### src/rtl/caliptra_prim_clock_div.sv
// caliptra_prim_clock_div
//   Programmable flop-based clock divider with 50% duty cycle. Ratio D (0 acts
//   as 1) gives a clk_o period of 2*D clk_i cycles. The ratio is changed via a
//   4-phase req/ack handshake and applied only at a clean clock boundary, so
//   clk_o never emits a runt pulse. In scan mode clk_o carries clk_i and all
//   divider state is frozen.
//
//   Optional build macro: CALIPTRA_PRIM_CLK_DIV_FULL_PERIOD_SWITCH_EN
//     defined   -> a pending ratio applies only on a falling toggle (whole periods)
//     undefined -> a pending ratio applies on any toggle (half-period boundary)
//   In both builds a divider stopped low is itself a valid boundary.
//
// Ports:
//   clk_i         source clock
//   rst_i         asynchronous active-high reset
//   scanmode_i    1 = clk_o follows clk_i, divider state frozen
//   en_i          divider run enable
//   div_req_i     ratio-change request (4-phase)
//   div_i         requested ratio, sampled when the request is accepted
//   div_ack_o     ratio-change acknowledge
//   active_div_o  ratio currently in effect
//   clk_o         divided clock
//
// State table (request FSM):
//   state | meaning
//   RUN   | idle, waiting for div_req_i
//   PEND  | ratio captured, waiting for a qualifying boundary
//   ACK   | ratio applied, div_ack_o high until div_req_i drops

// Scan-bypass clock mux. The FPGA global-buffer variant is not modelled here;
// both flavours reduce to the same behavioural mux.
module caliptra_prim_clock_mux2 #(
  parameter bit NoFpgaBufG = 1'b0
) (
  input  logic clk0_i,
  input  logic clk1_i,
  input  logic sel_i,
  output logic clk_o
);
  if (NoFpgaBufG) begin : g_no_bufg
    assign clk_o = sel_i ? clk1_i : clk0_i;
  end else begin : g_bufg
    assign clk_o = sel_i ? clk1_i : clk0_i;
  end
endmodule

module caliptra_prim_clock_div #(
  parameter int unsigned DivW       = 4,
  parameter int unsigned ResetDiv   = 2,
  parameter bit          NoFpgaBufG = 1'b0
) (
  input  logic            clk_i,
  input  logic            rst_i,
  input  logic            scanmode_i,
  input  logic            en_i,
  input  logic            div_req_i,
  input  logic [DivW-1:0] div_i,
  output logic            div_ack_o,
  output logic [DivW-1:0] active_div_o,
  output logic            clk_o
);

  typedef enum logic [1:0] {
    RUN  = 2'd0,
    PEND = 2'd1,
    ACK  = 2'd2
  } state_e;

  state_e          state;
  logic [DivW-1:0] cnt;
  logic [DivW-1:0] pend_div;
  logic            clk_q;

  logic [DivW-1:0] div_last;
  logic            running;
  logic            toggle;
  logic            stopped_low;
  logic            boundary;

  // Ratio 0 behaves as divide-by-1, so its terminal count is 0 as well.
  assign div_last = (active_div_o == '0) ? '0 : active_div_o - DivW'(1);

  // With en_i low the high phase still runs to completion; only a divider
  // sitting low is truly stopped.
  assign running     = en_i | clk_q;
  assign toggle      = running && (cnt == div_last);
  assign stopped_low = ~en_i & ~clk_q;

`ifdef CALIPTRA_PRIM_CLK_DIV_FULL_PERIOD_SWITCH_EN
  assign boundary = stopped_low | (toggle & clk_q);
`else
  assign boundary = stopped_low | toggle;
`endif

  always_ff @(posedge clk_i or posedge rst_i) begin
    if (rst_i) begin
      state        <= RUN;
      cnt          <= '0;
      clk_q        <= 1'b0;
      pend_div     <= DivW'(ResetDiv);
      active_div_o <= DivW'(ResetDiv);
      div_ack_o    <= 1'b0;
    end else if (!scanmode_i) begin
      if (toggle) begin
        clk_q <= ~clk_q;
        cnt   <= '0;
      end else if (running) begin
        cnt <= cnt + DivW'(1);
      end

      case (state)
        RUN: begin
          if (div_req_i) begin
            pend_div <= div_i;
            state    <= PEND;
          end
        end
        PEND: begin
          // Same-cycle toggle keeps its edge; the new half-period starts
          // next cycle with the new ratio.
          if (boundary) begin
            active_div_o <= pend_div;
            cnt          <= '0;
            div_ack_o    <= 1'b1;
            state        <= ACK;
          end
        end
        ACK: begin
          if (!div_req_i) begin
            div_ack_o <= 1'b0;
            state     <= RUN;
          end
        end
        default: begin
          div_ack_o <= 1'b0;
          state     <= RUN;
        end
      endcase
    end
  end

  caliptra_prim_clock_mux2 #(
    .NoFpgaBufG(NoFpgaBufG)
  ) u_scan_mux (
    .clk0_i(clk_q),
    .clk1_i(clk_i),
    .sel_i (scanmode_i),
    .clk_o (clk_o)
  );

endmodule

### config.mk
export PLATFORM = sky130hd
export DESIGN_NAME = caliptra_prim_clock_div
export DESIGN_NICKNAME = d
export VERILOG_FILES = /design/src/rtl/caliptra_prim_clock_div.sv
export SDC_FILE = /design/constraint.sdc
export NUM_CORES = 1
export LEC_CHECK = 0
export ABC_CLOCK_PERIOD_IN_PS = 3400
export CAP_MARGIN = 5
export CORE_MARGIN = 2
export CORE_UTILIZATION = 55
export DETAILED_ROUTE_END_ITERATION = 6
export PLACE_DENSITY_LB_ADDON = 0.15
export SLEW_MARGIN = 20
export SYNTH_ARGS = -nofsm -noshare
export SYNTH_HDL_FRONTEND = slang
export SYNTH_HIERARCHICAL = 1
export SYNTH_SLANG_ARGS = --single-unit
### constraint.sdc
create_clock -name clk_i -period 3.4 [get_ports clk_i]
set_input_delay 0.34 -clock clk_i [delete_from_list [all_inputs] [get_ports clk_i]]
set_output_delay 0.34 -clock clk_i [all_outputs]
set_load 0.02 [all_outputs]
==> Yosys cells after proc, flatten, opt, wreduce, memory -nomap -nowiden <==
Index checks and enable logic that the tools add are counted.
{ "classes": {"n_addsub": 2, "reduce_logical": 8, "bitwise": 7, "n_eq_ne": 6, "mux": 13} }
{ "ops": {"columns": ["cell", "count"], "rows": [
  ["2-to-1 mux 4 bit", 5],
  ["AND reduction 4 bit", 2],
  ["2-to-1 mux 2 bit", 3],
  ["inequality test 2 bit (second input constant)", 3],
  ["one-hot mux 2 bit (3 select lines)", 1],
  ["AND reduction 3 bit", 2],
  ["adder 4 x 1 -> 4 bit (second input constant)", 1],
  ["equality test 4 bit", 1],
  ["logical NOT 4 bit", 1],
  ["NOT 1 bit", 4],
  ["subtractor 4 x 1 -> 4 bit (second input constant)", 1],
  ["2-to-1 mux 1 bit", 3],
  ["one-hot mux 1 bit (3 select lines)", 1],
  ["equality test 2 x 1 -> 1 bit (second input constant)", 1],
  ["equality test 2 bit (second input constant)", 1],
  ["logical NOT 2 bit", 1],
  ["bitwise OR 1 bit", 2],
  ["AND reduction 2 bit", 1],
  ["AND 1 bit", 1],
  ["logical AND 1 bit", 1]
]} }
{ "totals": {"reg_bits": 16, "input_bits": 9, "output_inout_bits": 6} }

==> Depth between registers and ports, before layout <==
Gate-level depths: netlist (run 1).
{ "logic_depth": {"ltp_word": 7, "ltp_mapped": 6, "mapped_depth_nobuf": 5} }

==> Hierarchy <==
Netlist (run 1), hierarchy kept.
{ "by_module_without_submodules": {"columns": ["module", "area_per_inst_um2", "n_inst", "cells_per_inst"], "rows": [
  ["caliptra_prim_clock_div", 893.4, 1, 79],
  ["caliptra_prim_clock_mux2", 15.0, 1, 1]
]} }

==> results.sh, run 1 <==
export IMPL_outcome="finished, final reports clean"
export IMPL_holdBufCountCts=0
export IMPL_multi_input_area_sq_um=485
export IMPL_syn_inst=80
export IMPL_ys_seq_area_frac=0.444
export IMPL_hold_violations=0
export IMPL_place_congestion=0.728
export IMPL_fin_skew_ns=0.00550
export IMPL_power_density_nw_per_um2=1030
export IMPL_slew_headroom=0.473
export IMPL_numPortBuffers=14
export IMPL_leakagePower_nw=0.504
export IMPL_drc=0
export IMPL_ir_drop_mv=0.666
export IMPL_hpwl_um=1210
export IMPL_die_w_um=44.6
export IMPL_arrival_ns=2.72
export IMPL_antenna_left=0
export IMPL_final_seq_area_sq_um=403
export IMPL_first_global_vias=690
export IMPL_dieArea_sq_um=1990
export IMPL_cpMostUsedCell="clkbuf_4"
export IMPL_grt_setup_unrepaired="no"
export IMPL_syn_nets=90
export IMPL_synth_edf_count=0
export IMPL_finalWirelength_um=1740
export IMPL_initial_utilization=0.596
export IMPL_die_h_um=44.6
export IMPL_area_growth_synth_to_final_pct=23.1
export IMPL_min_path_type="in2async"
export IMPL_async_flop_share=1.00
export IMPL_ff2ff_path_depth=5
export IMPL_final_cell_area_sq_um=1120
export IMPL_std_cell_rows=14
export IMPL_vias=686
export IMPL_grt_usage=0.215
export IMPL_yosys_top_cells_area="dfrtp_1 39%, mux2_4 8.3%, mux2_2 7.4%"
export IMPL_coreArea_sq_um=1520
export IMPL_yosysWarnings=6
export IMPL_antenna_found_initial=0
export IMPL_setup_violations=0
export IMPL_tightest_slew_ns=0.788
export IMPL_drv_cap=0
export IMPL_fillCellCount=115
export IMPL_insertion_delay_ns=0.40
export IMPL_regToRegSetupSlack_ns=1.59
export IMPL_crit_path_cell_trace="clkbuf_4 -> clkbuf_4 -> mux2_4 -> clkdlybuf4s50_1"
export IMPL_post_cts_buffers=0
export IMPL_globalRoute_totalOverflow=0
export IMPL_ys_seq_elements=16
export IMPL_end_kind="output port"
export IMPL_startpoint_type="clock port"
export IMPL_cp_depth=4
export IMPL_critPathRequiredTime_ns=3.06
export IMPL_syn_area_per_cell_sq_um=11.4
export IMPL_yosysTopAreaCell="dfrtp_1"
export IMPL_n_antenna_cell=0
export IMPL_slowest_stage="clkdlybuf4s50_1"
export IMPL_drtIter0Drc=16
export IMPL_yosys_most_used_dff="dfrtp_1"
export IMPL_io_pins=15
export IMPL_finalMaxSlewViolations=0
export IMPL_setup_tns_final_ns=0
export IMPL_synth_cell_types=33
export IMPL_critPathMaxStageDelay_ns=0.53
export IMPL_post_cts_resized=0
export IMPL_synth_top_area_frac=0.386
export IMPL_path_buf_inv=3
export IMPL_crit_type="clk2out"
export IMPL_cts_tree="built"
export IMPL_clk_pin_slew_ns=0.10
export IMPL_nets=110
export IMPL_dpl_instance_area_sq_um=1060
export IMPL_layout_drive_gt1_share=0.242
export IMPL_viasPerCell=5.97
export IMPL_grt_pass1_wl_um=2950
export IMPL_avgRoutedWirePerCell_um=15.1
export IMPL_critPathTopFamily="buffers and inverters"
export IMPL_grt_max_degree=17
export IMPL_firstDrtPassIters=4
export IMPL_synth_area_sq_um=908
export IMPL_crit_fanout=2
## final cells by class
class                           instances  share of cell area
Inverter                                3              0.0101
Multi-Input combinational cell         59               0.434
Clock buffer                            8              0.0615
Tap cell                               16              0.0179
Timing Repair Buffer                   13               0.116
Sequential cell                        16               0.360
## path summary, 6_finish.rpt
check / from / end
max: clk_i / clk_o
min: rst_i / cnt[2]
max reg2reg: active_div_o[2] / active_div_o[2]
min reg2reg: div_ack_o / div_ack_o
max in group asynchronous: rst_i / active_div_o[2]
min in group clk_i: div_ack_o / div_ack_o
## cell families (layout without fill, tap and decap cells)
kind of cell,after synthesis,count (layout),synth area share
adder cells (fa/ha/maj),1,1,0.0138
AND/OR/NAND/NOR,27,27,0.176
multiplexers,12,12,0.168
flip-flops,16,16,0.444
AO/OA/AOI/OAI,16,16,0.147
buffers and inverters,5,24,0.0220
XOR/XNOR,3,3,0.0289
## cells in the mapped netlist (2+ instances only)
master,number
nor3_1,2
a21oi_1,2
and4bb_1,2
nand2_1,7
nand3_1,2
nor2b_1,2
o21ai_0,3
xor2_1,2
mux2_4,5
nor3b_1,2
dfrtp_1,14
dfstp_2,2
mux2_2,6
a22o_1,3
nor2_1,6
inv_1,3
## sequential cells by signal (all words and copies together) (netlist names)
register and cells:
clk_q 1, active_div_o 4, state 2, pend_div 4, cnt 4, div_ack_o 1
## layout by cell type (no fill, tap or decap)
cell and count:
o221ai_2 1, nand3_4 1, o22ai_1 1, o21ai_0 3
clkbuf_4 6, clkbuf_8 1, nor2b_1 2, mux2_2 6
xor2_1 2, xnor2_1 1, o21ba_1 1, and3b_1 1
clkdlybuf4s50_1 14, o211ai_2 1, a211o_1 1, dfstp_2 2
mux2i_1 1, a21oi_1 2, a32o_1 1, nand3_1 2
nor4_1 1, a22o_1 3, and4bb_1 2, nand2_1 7
ha_1 1, dfrtp_1 14, nor2_1 6, mux2_4 5
nor3b_1 2, nor3_1 2, a211oi_2 1, a21o_1 1
inv_1 3, nand2b_1 1
## layer usage
metal	up-vias	global-route usage	wire length (um)
met5	-	0	0
met4	0	0.115	29
met3	6	0.0735	64
met2	18	0.328	816
met1	326	0.266	829
li1	336	-	-
## power breakdown
| part | leakage (nW) | internal (mW) | switching [mW] |
|---|---|---|---|
| Combinational | 0.269 | 0.279 | 0.227 |
| Sequential | 0.188 | 0.294 | 0.131 |
| Clock | 0.0468 | 0.131 | 0.0942 |
## metrics by stage
step	hold slack [ns]	utilization	cells	setup WS (ns)	total power [mW]
2_1_floorplan	0.252	-	80	1.08	0.815
3_3_place_gp	0.466	0.695	108	0.599	0.954
3_5_place_dp	0.489	0.695	108	0.599	0.975
4_1_cts	0.332	0.734	115	0.345	1.15
5_1_grt	0.373	0.734	115	0.321	1.23
6_report	0.302	0.734	115	0.344	1.16
Note: power is estimated with default switching activity, not from simulation.
==> run 2: changes to the inputs <==
Settings changed: CORE_UTILIZATION 55 to 45.
==> results.sh, run 2 (synthesis results as in run 1) <==
export IMPL_numPortBuffers=14
export IMPL_place_congestion=0.726
export IMPL_clk_pin_slew_ns=0.10
export IMPL_antenna_found_initial=0
export IMPL_dieArea_sq_um=2390
export IMPL_first_global_vias=671
export IMPL_grt_usage=0.160
export IMPL_n_antenna_cell=0
export IMPL_layout_common_cells="14 x dfrtp_1, 14 x clkdlybuf4s50_1, 7 x nand2_1"
export IMPL_viasPerCell=5.08
export IMPL_insertion_delay_ns=0.40
export IMPL_cp_startpoint="clk_i"
export IMPL_cpMostUsedCell="clkbuf_4"
export IMPL_leakagePower_nw=0.498
export IMPL_highest_layer="met4"
export IMPL_final_seq_area_sq_um=403
export IMPL_vias=640
export IMPL_antenna_left=0
export IMPL_nets=110
export IMPL_coreArea_sq_um=1940
export IMPL_layout_drive_gt1_share=0.232
export IMPL_grt_max_degree=17
export IMPL_globalRoute_totalOverflow=0
export IMPL_min_path_type="in2async"
export IMPL_critPathRequiredTime_ns=3.06
export IMPL_arrival_ns=2.71
export IMPL_firstDrtPassIters=3
export IMPL_std_cell_rows=16
export IMPL_finalMaxSlewViolations=0
export IMPL_fin_skew_ns=0.0114
export IMPL_post_cts_resized=0
export IMPL_grt_setup_unrepaired="no"
export IMPL_power_mw=1.12
export IMPL_setup_tns_final_ns=0
export IMPL_met2WireLength_um=705
export IMPL_tightest_slew_ns=0.758
export IMPL_power_density_nw_per_um2=995
export IMPL_slowest_stage="clkdlybuf4s50_1"
export IMPL_grt_pass1_wl_um=2820
export IMPL_area_growth_synth_to_final_pct=23.6
export IMPL_slew_headroom=0.493
export IMPL_holdBufCountCts=0
export IMPL_setup_violations=0
export IMPL_met3_length_um=41
export IMPL_avgRoutedWirePerCell_um=12.6
export IMPL_path_buf_inv=3
export IMPL_end_kind="output port"
export IMPL_m1WireLength_um=822
export IMPL_post_cts_buffers=0
export IMPL_fillCellCount=187
export IMPL_startpoint_type="clock port"
export IMPL_cts_tree="built"
export IMPL_critPathTopFamily="buffers and inverters"
export IMPL_die_h_um=48.9
export IMPL_multi_input_area_sq_um=485
export IMPL_crit_type="clk2out"
export IMPL_top_regs="active_div_o: 4 flops, cnt: 4 flops, pend_div: 4 flops"
export IMPL_reg2reg_from="active_div_o[2]"
export IMPL_crit_fanout=2
export IMPL_io_pins=15
export IMPL_crit_path_cell_trace="clkbuf_4 -> clkbuf_4 -> mux2_4 -> clkdlybuf4s50_1"
export IMPL_drtIter0Drc=22
export IMPL_drv_cap=0
export IMPL_die_w_um=48.9
export IMPL_critPathMaxStageDelay_ns=0.54
export IMPL_hold_violations=0
export IMPL_ir_drop_mv=0.462
export IMPL_finalWirelength_um=1590
export IMPL_initial_utilization=0.468
export IMPL_drc=0
export IMPL_outcome="finished, final reports clean"
-- run 2: path summary, 6_finish.rpt --
path                                    to  slack [ns]  depth (start not counted)
max in group asynchronous  active_div_o[0]        2.67                          2
min reg2reg                      div_ack_o        0.50                          2
min in group clk_i               div_ack_o        0.50                          2
max reg2reg                active_div_o[0]        1.60                          5
max                                  clk_o        0.35                          4
min                              div_ack_o        0.31                          2
-- run 2: worst register-to-register path, cell delays in order (launching register included) --
cell and delay, ns:
dfrtp_1 0.47, nor4_1 0.36, a211oi_2 0.11, o221ai_2 0.27, nand3_4 0.17, mux2_4 0.32
-- run 2: area by class of cell --
class,count,share of cell area
multi-input combinational,59,0.433
sequential,16,0.359
timing repair buffer,13,0.116
clock buffer,8,0.0524
tap,27,0.0301
inverter,3,0.0100
-- run 2: where the power goes --
| group | internal [mW] | leakage, nW | switching (mW) |
|---|---|---|---|
| registers | 0.294 | 0.188 | 0.127 |
| logic | 0.278 | 0.269 | 0.218 |
| clock network | 0.111 | 0.0408 | 0.0876 |
| total | 0.683 | 0.498 | 0.433 |
-- run 2: metrics by stage --
stage | worst slack [ns] | hold slack [ns] | cells | utilization | instance area, sq um
4_1_cts | 0.331 | 0.316 | 126 | 0.578 | 1120
3_5_place_dp | 0.599 | 0.466 | 119 | 0.553 | 1070
5_1_grt | 0.314 | 0.406 | 126 | 0.578 | 1120
2_1_floorplan | 1.08 | 0.252 | 80 | - | 908
3_3_place_gp | 0.599 | 0.466 | 119 | 0.553 | 1070
6_report | 0.347 | 0.309 | 126 | 0.578 | 1120
-- run 2: routing by layer --
layer | up-vias | track usage
met4 | 0 | 0.129
met2 | 11 | 0.228
met3 | 4 | 0.0460
li1 | 328 | -
met1 | 297 | 0.200
met5 | - | 0
